<file path="src/rtl/id_scoreboard_pkg.sv">
// Shared definitions for the long-latency destination scoreboard:
// register-file address width, width defaults and drain FSM encoding.
package id_scoreboard_pkg;

  localparam int NCPU_REG_AW = 5;

  localparam int SB_P_ISSUE_WIDTH_DFLT = 1;
  localparam int SB_MAX_INFLIGHT_DFLT  = 4;
  localparam int SB_P_CNT_DFLT         = 3;

  typedef enum logic {
    SB_IDLE  = 1'b0,
    SB_DRAIN = 1'b1
  } sb_state_e;

endpackage

</file>
<file path="src/rtl/popcnt.sv">
// Population count of a DW-bit vector; result is P_DW+1 bits wide
// so that an all-ones input of width 1<<P_DW is representable.
module popcnt #(
  parameter int DW   = 2,
  parameter int P_DW = 1
) (
  input  logic [DW-1:0] bitmap,
  output logic [P_DW:0] count
);

  localparam int CW = P_DW + 1;

  always_comb begin
    count = '0;
    for (int i = 0; i < DW; i++) begin
      count = count + CW'(bitmap[i]);
    end
  end

endmodule

</file>
<file path="src/rtl/id_scoreboard.sv">
// Busy-bit scoreboard for in-flight long-latency destinations, with
// per-lane issue hazards and a post-flush drain sequencer.
module id_scoreboard
  import id_scoreboard_pkg::*;
#(
  parameter int CONFIG_P_ISSUE_WIDTH   = SB_P_ISSUE_WIDTH_DFLT,
  parameter int CONFIG_SB_MAX_INFLIGHT = SB_MAX_INFLIGHT_DFLT,
  parameter int CONFIG_SB_P_CNT        = SB_P_CNT_DFLT,
  parameter int IW                     = 1 << CONFIG_P_ISSUE_WIDTH
) (
  input  logic                          clk,
  input  logic                          rst,
  input  logic                          flush,
  input  logic                          stall,
  input  logic [IW-1:0]                 id_valid,
  input  logic [IW-1:0]                 id_long,
  input  logic [IW-1:0]                 id_rf_we,
  input  logic [NCPU_REG_AW*IW-1:0]     id_rf_waddr,
  input  logic [IW-1:0]                 id_rs1_re,
  input  logic [IW-1:0]                 id_rs2_re,
  input  logic [NCPU_REG_AW*IW-1:0]     id_rs1_addr,
  input  logic [NCPU_REG_AW*IW-1:0]     id_rs2_addr,
  input  logic                          wb_valid,
  input  logic [NCPU_REG_AW-1:0]        wb_addr,
  output logic [IW-1:0]                 hzd,
  output logic                          sb_stall,
  output logic [CONFIG_SB_P_CNT-1:0]    inflight_cnt
);

  localparam int AW   = NCPU_REG_AW;
  localparam int NREG = 1 << AW;
  localparam int CW   = CONFIG_SB_P_CNT;
  localparam int PW   = CONFIG_P_ISSUE_WIDTH;

  logic [NREG-1:0] busy_q, busy_d;
  logic [CW-1:0]   cnt_q, cnt_d;
  sb_state_e       state_q, state_d;

  logic [IW-1:0]   acc;
  logic [PW:0]     acc_cnt;
  logic            dec;

  // Hazards: against committed busy state, plus older lanes in the same issue group
  always_comb begin
    logic [AW-1:0] wj, wk, r1k, r2k;
    hzd = '0;
    for (int k = 0; k < IW; k++) begin
      wk  = id_rf_waddr[k*AW +: AW];
      r1k = id_rs1_addr[k*AW +: AW];
      r2k = id_rs2_addr[k*AW +: AW];
      if ((id_rs1_re[k] && busy_q[r1k]) ||
          (id_rs2_re[k] && busy_q[r2k]) ||
          (id_rf_we[k]  && busy_q[wk])) begin
        hzd[k] = 1'b1;
      end
      for (int j = 0; j < k; j++) begin
        wj = id_rf_waddr[j*AW +: AW];
        if (id_long[j] && id_rf_we[j] && (wj != '0) &&
            ((id_rs1_re[k] && (r1k == wj)) ||
             (id_rs2_re[k] && (r2k == wj)) ||
             (id_rf_we[k]  && (wk  == wj)))) begin
          hzd[k] = 1'b1;
        end
      end
    end
  end

  assign acc = id_valid & id_long & id_rf_we &
               {IW{~stall & ~flush & (state_q == SB_IDLE)}};

  popcnt #(
    .DW   (IW),
    .P_DW (PW)
  ) u_popcnt (
    .bitmap (acc),
    .count  (acc_cnt)
  );

  // A stray writeback with nothing outstanding must not wrap the counter
  assign dec   = wb_valid & (cnt_q != '0);
  assign cnt_d = cnt_q + CW'(acc_cnt) - CW'(dec);

  // Clear before set so a same-cycle reissue of the written-back register stays busy
  always_comb begin
    busy_d = busy_q;
    if (wb_valid) begin
      busy_d[wb_addr] = 1'b0;
    end
    for (int k = 0; k < IW; k++) begin
      if (acc[k] && (id_rf_waddr[k*AW +: AW] != '0)) begin
        busy_d[id_rf_waddr[k*AW +: AW]] = 1'b1;
      end
    end
    busy_d[0] = 1'b0;
  end

  always_ff @(posedge clk) begin
    if (rst) begin
      busy_q  <= '0;
      cnt_q   <= '0;
      state_q <= SB_IDLE;
    end else begin
      busy_q  <= busy_d;
      cnt_q   <= cnt_d;
      state_q <= state_d;
    end
  end

  always_comb begin
    state_d = state_q;
    case (state_q)
      SB_IDLE:  if (flush && (cnt_d != '0)) state_d = SB_DRAIN;
      SB_DRAIN: if (cnt_d == '0)            state_d = SB_IDLE;
      default:                              state_d = SB_IDLE;
    endcase
  end

  always_comb begin
    sb_stall     = (state_q == SB_DRAIN) ||
                   (cnt_q > CW'(CONFIG_SB_MAX_INFLIGHT - IW));
    inflight_cnt = cnt_q;
  end

  always_ff @(posedge clk) begin
    if (!rst) begin
      assert (!(wb_valid && (cnt_q == '0)))
        else $error("id_scoreboard: writeback with no op in flight");
    end
  end

endmodule

</file>
<file path="config.mk">
export PLATFORM = sky130hd
export DESIGN_NAME = id_scoreboard
export DESIGN_NICKNAME = d
export VERILOG_FILES = /design/src/rtl/id_scoreboard_pkg.sv /design/src/rtl/popcnt.sv /design/src/rtl/id_scoreboard.sv
export SDC_FILE = /design/constraint.sdc
export NUM_CORES = 1
export LEC_CHECK = 0
export BUFFER_PORTS_ARGS = -buffer_cell sky130_fd_sc_hd__buf_2
export CORE_UTILIZATION = 30
export CTS_CLUSTER_SIZE = 12
export DETAILED_ROUTE_END_ITERATION = 16
export SYNTH_ARGS = -nofsm -noshare
export SYNTH_HDL_FRONTEND = slang
export SYNTH_SLANG_ARGS = --single-unit
export TNS_END_PERCENT = 5
</file>
<file path="constraint.sdc">
create_clock -name clk -period 4.4 [get_ports clk]
set_input_delay 0.22 -clock clk [delete_from_list [all_inputs] [get_ports clk]]
set_output_delay 0.22 -clock clk [all_outputs]
set_load 0.03 [all_outputs]
</file>
After elaboration in Yosys (flattened, before gate mapping)
Cells that the tools add are included.

Register bits after elaboration: 36. Latch bits: 0. Memory bits (writable): 0. Bits in read-only memories: 0. Output and inout port bits: 6. Word-level logic and storage cells: 91. Memories: 0.

Add/sub/neg operators: 3. Multipliers: 0. Divide/modulo/power cells: 0. Magnitude comparators: 11. Eq/ne operators: 3. Shift-type cells: 0. Mux-type cells: 27. Bitwise operators: 13. Reduce and logical (&&, ||, !) cells: 30.

Operators with widths (count): $mux 32 (3); $or 32x32->32 (2); $lt 5x6->1 const B (7); $and 32x32->32 (1); $not 32->32 (1); $bmux 1 s5 (6); $logic_and 1x1->1 (18); $demux 1 s5 (3); $eq 5x5->1 (3); $ge 5x1->1 const B (3); $mux 1 (14); $reduce_bool 5->1 (2); $logic_or 1x1->1 (7); $and 2x2->2 (3); $reduce_bool 3->1 (2); $add 3x2->3 (1); $and 1x1->1 (3); $gt 3x2->1 const B (1); $logic_not 3->1 (1); $not 1->1 (3); $sub 3x1->3 (1); $add 1x1->2 (1); $pmux 1 s2 (1).

Depth between registers and ports, before layout
Gate-level depths: netlist (run 1).

Word-level depth: 11. Depth in mapped cells: 8. Mapped depth without buffers: 8.

By module
Synthesis (run 1) repeated with hierarchy kept, for this count alone.

Cells, all modules: 455. Area total of the unflattened synthesis: 3772.4 µm².

Modules (own cells, without submodules): id_scoreboard (instances 1, cells each 454, area an instance 3759.9 µm², sequential area each 700.7 µm²); popcnt (instances 1, cells each 1, area an instance 12.5 µm², sequential area each 0.0 µm²).

Least setup slack after synthesis (run 1)
OpenSTA, ideal clock, no wires.

Path kind: register -> register. From: register state_q. To: register state_q. Library setup time: 0.129 ns. Arrival time: 2.047 ns. Setup slack: 2.224 ns. Stages on the path, launching flop included: 9. Buffers on the path: 0. Period minus slack after synthesis: 2.176 ns. Cell sequence: dfxtp_1 nor3_1 nand4_1 ha_1 fa_1 inv_1 fa_1 inv_1 a311oi_1.

Cells in the longest elaborated chain, start to end: 10. Elaborated cells on any way between the ends: 12. Those cells by class: 3 x add/sub; 3 x mux; 3 x bitwise; 3 x reduce/logical.

RTL lines: start, declared (RTL line id_scoreboard.sv:37) `sb_state_e state_q, state_d;`; start signal, assigned (RTL line id_scoreboard.sv:105) `state_q <= state_d;`; $not 1->1 *; $and 1x1->1 * (RTL line id_scoreboard.sv:69) `{IW{~stall & ~flush & (state_q == SB_IDLE)}};`; $and 2x2->2 * (RTL line id_scoreboard.sv:68) `assign acc = id_valid & id_long & id_rf_we &`; $add 1x1->2 * (RTL line popcnt.sv:16) `count = count + CW'(bitmap[i]);`; $add 3x2->3 * (RTL line id_scoreboard.sv:81) `assign cnt_d = cnt_q + CW'(acc_cnt) - CW'(dec);`; $sub 3x1->3 * (RTL line id_scoreboard.sv:81); named net cnt_d[1] (RTL line id_scoreboard.sv:36) `logic [CW-1:0] cnt_q, cnt_d;`; $reduce_bool 3->1 (RTL line id_scoreboard.sv:112) `SB_IDLE: if (flush && (cnt_d != '0)) state_d = SB_DRAIN;`; $logic_and 1x1->1 (RTL line id_scoreboard.sv:112); $mux 1 (RTL line id_scoreboard.sv:112); $pmux 1 s2 * (RTL line id_scoreboard.sv:111) `case (state_q)`.

Mark *: on every way through the listed nets, which the timed path passes. The rest lies on a longest branch. A chain may end at the register's enable or synchronous reset.

Final worst setup path (run 1)
From: register busy_q[2]. To: output port hzd[0].

Cells in the longest elaborated chain, start to end: 6. Elaborated cells on any way between the ends: 12. Those cells by class: 7 x mux; 5 x reduce/logical.

RTL lines: start, declared (RTL line id_scoreboard.sv:35) `logic [NREG-1:0] busy_q, busy_d;`; start signal, assigned (RTL line id_scoreboard.sv:103) `busy_q <= busy_d;`; $bmux 1 s5, on equally long branches (RTL line id_scoreboard.sv:51, id_scoreboard.sv:52); $mux 1, on equally long branches (RTL line id_scoreboard.sv:51, id_scoreboard.sv:52); $logic_and 1x1->1, on equally long branches (RTL line id_scoreboard.sv:51, id_scoreboard.sv:52); $logic_or 1x1->1 (RTL line id_scoreboard.sv:51) `if ((id_rs1_re[k] && busy_q[r1k]) ||`; $logic_or 1x1->1 * (RTL line id_scoreboard.sv:52) `(id_rs2_re[k] && busy_q[r2k]) ||`; $mux 1 * (RTL line id_scoreboard.sv:51); end, declared (RTL line id_scoreboard.sv:25) `output logic [IW-1:0] hzd,`.

Every way passes the cells marked *; elsewhere a longest branch is shown, timed or not. The select of a mux whose other input is x is not followed.

==> results.tsv, run 1 <==
stage	metric	value	unit
timing	final.period_utilization	0.5802	
placed_design	gp_congestion	0.8806	
clocking	clkTransAtPathRegs	0.06	ns
clocking	cts_tree	built	
timing	fmax	391.7	MHz
critical_path	cp-end-kind	primary output	
floorplanning	start_util	0.3067	
worst_hold_path	hp-class	input port to flop	
clocking	h-tree-depth	2	
drt	firstDrtPassIters	6	
run_status	status	completed	
timing	setup_tns	0	ns
floorplanning	rows	40	
global_routing	grt_first_pass_wirelength	20980	um
critical_path	crit_required	4.18	ns
global_routing	grt_use_total	0.2172	
timing	fin_crit	2.553	ns
placed_design	numPortBuffers	55	
synthesis	muxShareOfSynthArea	0.3285	
synthesis	synth_top_family_by_area	multiplexers	
drt	vias_per_cell	6.281	
synthesis	synth_xor_area_frac	0.03804	
clocking	cts_setup_buffers	0	
clocking	clock-root-buffer	clkbuf_16	
timing	hold_violations	0	
placed_design	pre_cts_slack	1.880	ns
synthesis	syn-num-nets	482	
timing	rsz0062_at_grt	false	
critical_path	arrival	2.33	ns
layout	nNetsFinal	512	
synthesis	ys_seq_elements	35	
drt	vias	3806	
clocking	postCtsHoldBufs	0	
drt	drtAntennaViolNets	0	
layout	syn_to_final_growth	12.43	%
pwr	power_density	255.0	nW/um^2
layout	fillers	1284	
critical_path	critPathKind	flop to primary output	
floorplanning	die_y	112.8	um
synthesis	synth_area	3684	sq um
floorplanning	fp.coreArea	12010	sq um
clocking	clock_path_buffers	2	
flow_run	maxCapViolations	0	
synthesis	syn_inst	428	
critical_path	critPathMaxFanout	7	
synthesis	yosys.area_share.simple	0.2007	
timing	skew	0.0005996	ns
timing	worstMarginPinSlew	0.9310	ns
clocking	insertion_delay	0.28	ns
clocking	cts_sinks	35	
synthesis	async_reset_ff_frac	0	
synthesis	synth_top_flop_cell	dfxtp_1	
synthesis	synth_area_per_cell	8.606	sq um
global_routing	antenna_found_initial	0	
global_routing	overflow	0	
timing	report.final.setup_viol	0	
floorplanning	fp.dieW	112.8	um
drt	drt_iter0_drc	489	
layout	antenna-diode-count	0	
synthesis	ys_types	49	
global_routing	grt_pass1_vias	3749	
synthesis	ys_warn_count	0	
drt	postRouteWirelength	13380	um
pwr	ir_drop	210.5	uV
drt	wire_per_inst	22.08	um
floorplanning	fp.dieArea	12730	sq um
timing	max-slew-margin-rel	0.3742	
drt	drcViolationCount	0	
timing	setup_ws	1.847	ns
pwr	p_leak	1.462	nW
synthesis	synthAdderAreaFrac	0.01766	
placed_design	dpl.hpwl	9681	um
critical_path	critPathLaunchType	flop	
floorplanning	io_pins	56	
timing	slew_violations	0	
synthesis	synth_edf_count	0	
layout	drive_gt1_frac	0.2505	
global_routing	grt_max_degree	36	
clocking	cts_buffers	5	
clocking	ctsResizeCount	0	
synthesis	synth_compound_area_frac	0.1668	
synthesis	yosysSeqAreaShare	0.1902	
==> cells in the final DEF, fill, tap and decap left out, types with 3 or more instances in the layout <==
cell	n
a21oi_1	19
a221o_1	3
a22o_1	3
a22oi_1	5
a31oi_1	26
and3_1	3
buf_2	55
clkbuf_16	5
dfxtp_1	35
inv_1	13
mux2_2	15
mux2i_1	20
mux4_1	4
mux4_2	32
nand2_1	79
nand3_1	14
nand3b_1	8
nand4_1	3
nor2_1	19
nor2b_1	7
nor3_1	5
nor3b_1	5
nor4_1	5
o21ai_0	27
o22ai_1	3
o31a_1	5
xnor2_1	3
xor2_1	13
==> flip-flops by register name, indices dropped and copies added (netlist names) <==
signal	count
busy_q	31
inflight_cnt	3
state_q	1
==> cell usage after synthesis (all sizes together), types with 6 or more instances <==
master / n / area (sq um)
mux2: 16 / 183.9
nor2b: 7 / 43.79
buf: 21 / 120.1
a21oi: 19 / 95.09
xor2: 13 / 113.9
clkbuf: 12 / 45.04
nand3: 14 / 70.07
mux2i: 20 / 200.2
inv: 13 / 48.80
mux4: 36 / 825.8
nor4: 6 / 43.79
nor2: 19 / 71.32
nand2: 79 / 296.5
a31oi: 26 / 162.7
o21ai: 28 / 140.1
dfxtp: 35 / 700.7
nand3b: 8 / 60.06
==> cell type report <==
cell class / instances / area [sq um] / area share
Clock buffer: 8 / 156.4 / 0.03776
Inverter: 13 / 48.80 / 0.01178
Multi-Input combinational cell: 347 / 2769 / 0.6686
Sequential cell: 35 / 700.7 / 0.1692
Tap cell: 147 / 183.9 / 0.04441
Timing Repair Buffer: 56 / 282.8 / 0.06828
==> layer usage <==
metal  vias to the layer above  routed length, um  global-route usage
li1                       1681                  -                   -
met4                         0                426             0.08622
met5                         -                  0                   0
met2                       266               5989              0.3424
met1                      1818               5544              0.2928
met3                        41               1421             0.04231
==> through the flow <==
step / std cells / power, mW / hold WS [ns] / instance area (sq um) / utilization
CTS: 606 / 1.057 / 0.2321 / 4141 / 0.3448
global placement: 598 / 0.6733 / 0.5201 / 3985 / 0.3318
detailed placement: 598 / 0.6806 / 0.5249 / 3985 / 0.3318
global route: 606 / 1.101 / 0.2970 / 4141 / 0.3448
floorplan: 428 / 0.5877 / 0.3901 / 3684 / -
finish: 606 / 1.056 / 0.2380 / 4141 / 0.3448
==> critical path, cell delays in order, from the launching register on <==
cell and delay [ns]:
dfxtp_1 0.45, mux2_2 0.33, a22o_1 0.19, a221o_1 0.26, a221o_1 0.34, o21ai_1 0.17, nand4_1 0.11, buf_2 0.19
==> power breakdown <==
part	switching [mW]	internal [mW]	total (mW)
clock	0.138	0.241	0.380
sequential	0.0158	0.336	0.352
combinational	0.207	0.118	0.325
==> kinds of logic (layout without fill, tap and decap cells) <==
kind of cell             after synthesis  in the layout
AO/OA/AOI/OAI                         99             99
XOR/XNOR                              16             16
adder cells (fa/ha/maj)                4              4
buffers and inverters                 46             77
flip-flops                            35             35
multiplexers                          72             72
AND/OR/NAND/NOR                      156            156
==> worst paths after layout <==
kind	startpoint	to	slack, ns	depth (start not counted)
hold reg to reg	state_q	state_q	0.53	2
setup reg to reg	state_q	state_q	1.90	8
hold / removal	flush	state_q	0.24	3
setup / recovery	busy_q[2]	hzd[0]	1.85	7
Note: power is estimated with default switching activity, not from simulation.
==> run 2: changes to the inputs <==
--- a/config.mk
+++ b/config.mk
@@ -5,6 +5,7 @@
 export SDC_FILE = /design/constraint.sdc
 export NUM_CORES = 1
 export LEC_CHECK = 0
+export ABC_AREA = 1
 export BUFFER_PORTS_ARGS = -buffer_cell sky130_fd_sc_hd__buf_2
 export CORE_UTILIZATION = 30
 export CTS_CLUSTER_SIZE = 12
==> constraint.sdc (replaced) <==
create_clock -name clk -period 2.27 [get_ports clk]
set_input_delay 0.1135 -clock clk [delete_from_list [all_inputs] [get_ports clk]]
set_output_delay 0.1135 -clock clk [all_outputs]
set_load 0.03 [all_outputs]
==> run 2 against run 1 <==
Effect of this change: setup slack got worse by 1.7 ns; global-route usage rose by 2.2 points; cell area up 17%; cell count is 71% higher.
==> results.tsv, run 2 <==
stage	metric	value	unit	change
pwr	clkPwrFrac	0.314		-0.046
placed_design	numPortBuffers	55		unchanged
timing	slew_violations	0		unchanged
pwr	power_frac_comb	0.369		+0.061
global_routing	grt_use_met3	0.03396		-0.008352
synthesis	yosysSeqAreaShare	0.1659		-0.02434
placed_design	gp_congestion	0.9706		+10%
global_routing	grt_max_degree	25		-31%
drt	wire_per_inst	16.79	um	-24%
synthesis	synth_top_flop_cell	dfxtp_1		
layout	top_register	busy_q		
timing	fin_crit	2.109	ns	
critical_path	critPathMaxFanout	2		-5
floorplanning	start_util	0.3128		+0.006100
drt	drcViolationCount	0		unchanged
layout	final_cell_mix	nand2_1 (299), nand3_1 (125), inv_1 (108)		
critical_path	arrival	2.27	ns	-0.06 ns
clocking	cts_buffers	5		unchanged
synthesis	synth_top_cell_by_area	nand2_1		
floorplanning	io_pins	56		unchanged
synthesis	synth_area	4224	sq um	+15%
global_routing	grt_use_met2	0.3534		+0.01106
timing	max-slew-margin-rel	0.5664		+0.1922
pwr	ir_drop	393.0	uV	+87%
pwr	power_density	437.6	nW/um^2	+72%
worst_hold_path	hp-class	input port to flop		
clocking	clock_path_buffers	2		unchanged
synthesis	synth_area_per_cell	5.254	sq um	-39%
global_routing	grt_most_used_layer	met2		
floorplanning	fp.coreArea	13510	sq um	+12%
run_status	status	completed		
drt	drt_iter0_drc	848		+73%
placed_design	dpl.hpwl	13260	um	+37%
pwr	p_switching	812.9	uW	+130%
layout	drive_gt1_frac	0.1374		-0.1132
critical_path	critPathLaunchType	flop		
clocking	insertion_delay	0.28	ns	about the same
synthesis	ys_seq_elements	35		unchanged
global_routing	grt_use_total	0.2395		+0.02231
timing	whs	0.04407	ns	-0.1939 ns
timing	setup_tns	0	ns	unchanged
synthesis	async_reset_ff_frac	0		unchanged
critical_path	critPathKind	flop to flop		
layout	antenna-diode-count	0		unchanged
synthesis	synth_top_area_share	0.2657		+0.07005
layout	layout_commonest_cell	nand2_1		
floorplanning	die_y	120.7	um	+7.0%
pwr	seqPwrFrac	0.318		-0.015
floorplanning	fp.dieArea	14560	sq um	+14%
drt	postRouteWirelength	17380	um	+30%
clocking	h-tree-depth	2		unchanged
pwr	switching_share	0.3821		+0.04035
synthesis	synth.most_common_cell	nand2_1		
synthesis	ys_types	35		-29%
timing	report.final.setup_viol	0		unchanged
layout	multiInputGateArea	2912	sq um	+5.2%
critical_path	crit_required	2.43	ns	-1.75 ns
drt	firstDrtPassIters	5		-1
clocking	cts_tree	built		
clocking	clock-root-buffer	clkbuf_16		
critical_path	ff2ff_path_depth	10		+2
timing	skew	0.003035	ns	+0.002435 ns
synthesis	syn-num-nets	858		+78%
global_routing	grt_pass1_vias	4972		+33%
timing	worstMarginPinSlew	0.6454	ns	-0.2856 ns
drt	drtAntennaViolNets	0		unchanged
pwr	p_int	1.314	mW	+89%
timing	hold_violations	0		unchanged
timing	final.period_utilization	0.9289		
global_routing	antenna_found_initial	0		unchanged
synthesis	synth_edf_count	0		unchanged
pwr	p_leak	2.497	nW	+71%
floorplanning	rows	42		+5.0%
clocking	cts_sinks	35		unchanged
global_routing	grt_first_pass_wirelength	26870	um	+28%
timing	rsz0062_at_grt	false		
drt	vias_per_cell	5.418		-14%
global_routing	use_met1	0.3403		+0.04750
layout	syn_to_final_growth	15.08	%	
layout	seqCellArea	700.7	sq um	unchanged
synthesis	ys_warn_count	0		unchanged
drt	vias	5608		+47%
floorplanning	fp.dieW	120.7	um	+7.0%
timing	fmax	474.2	MHz	
layout	nNetsFinal	912		+78%
clocking	clkTransAtPathRegs	0.06	ns	about the same
layout	fillers	1591		+24%
synthesis	syn_inst	804		+88%
layout	largest_reg_flops	31		unchanged
critical_path	cp-end-kind	flop		
synthesis	ys_top_cells_by_area	nand2_1 (27%), dfxtp_1 (17%), nand3_1 (15%)		
worst_hold_path	hold_path_depth	2		-1
flow_run	maxCapViolations	0		unchanged
synthesis	synth_common_cells	nand2_1 (299), nand3_1 (125), inv_1 (108)		
global_routing	overflow	0		unchanged
[run 2: cell count changes after synthesis, sizes merged, moves of 16 or more]
cell,delta
mux2i,-20
nor2,+19
nand2,+224
o21ai,+37
nor3,+18
a31oi,-23
inv,+113
o211ai,+23
mux4,-36
nand3,+113
mux2,-16
[run 2: worst paths after layout]
path                start         endpoint  slack (ns)
setup reg to reg  state_q          state_q        0.16
setup / recovery  state_q          state_q        0.16
hold / removal        rst  inflight_cnt[0]        0.04
hold reg to reg   state_q          state_q        0.61
[run 2: power by group through the flow]
stage / Combinational [mW] / Clock (mW) / Sequential (mW)
global route: 0.876 / 0.698 / 0.677
CTS: 0.776 / 0.669 / 0.675
detailed placement: 0.770 / 0 / 0.688
finish: 0.784 / 0.667 / 0.676
floorplan: 0.495 / 0 / 0.731
global placement: 0.771 / 0 / 0.686
[run 2: layout make-up]
class                   instances  share of cell area
clock buffers                   6             0.02651
clock inverters                 2            0.002574
inverters                     127             0.09961
multi-input cells             617              0.5990
flip-flops and latches         35              0.1441
well taps                     176             0.04530
repair buffers                 72             0.08288
[run 2: critical path, cell delays in order (launching register included)]
cell and delay (ns):
dfxtp_1 0.31, nor2_2 0.11, nand2_2 0.10, nor2_4 0.13, inv_2 0.05, ha_1 0.29, fa_1 0.36, inv_1 0.07
fa_1 0.40, inv_1 0.09, a311oi_1 0.08
[run 2: cell families after synthesis]
group / after synthesis / share of synthesized area
compound gates: 115 / 0.1594
xor+xnor: 1 / 0.002074
simple gates: 497 / 0.5124
flops: 35 / 0.1659
fa+ha+maj: 4 / 0.01540
buf+inv: 152 / 0.1448
[run 2: metrics by stage]
stage	setup WS, ns	area [sq um]	util	total power, mW	cells
after floorplan	0.1222	4224	-	1.226	804
after global placement	0.1278	4712	0.3489	1.457	1026
after detailed placement	0.1051	4712	0.3489	1.458	1026
after CTS	0.1066	4853	0.3594	2.119	1034
after global routing	0.01148	4861	0.3599	2.250	1035
final	0.1613	4861	0.3599	2.127	1035
[run 2: per-layer routing]
layer | wire [um] | up-vias
li1 | - | 2708
met1 | 7419 | 2524
met2 | 7404 | 328
met3 | 1902 | 48
met4 | 652 | 0
met5 | 0 | -
[run 2: repair_timing]
item / in CTS / in global routing
hold buffers: 0 / 0
setup endpoints to repair: 0 / 1
resized for setup: 0 / 0
setup buffers: 0 / 1
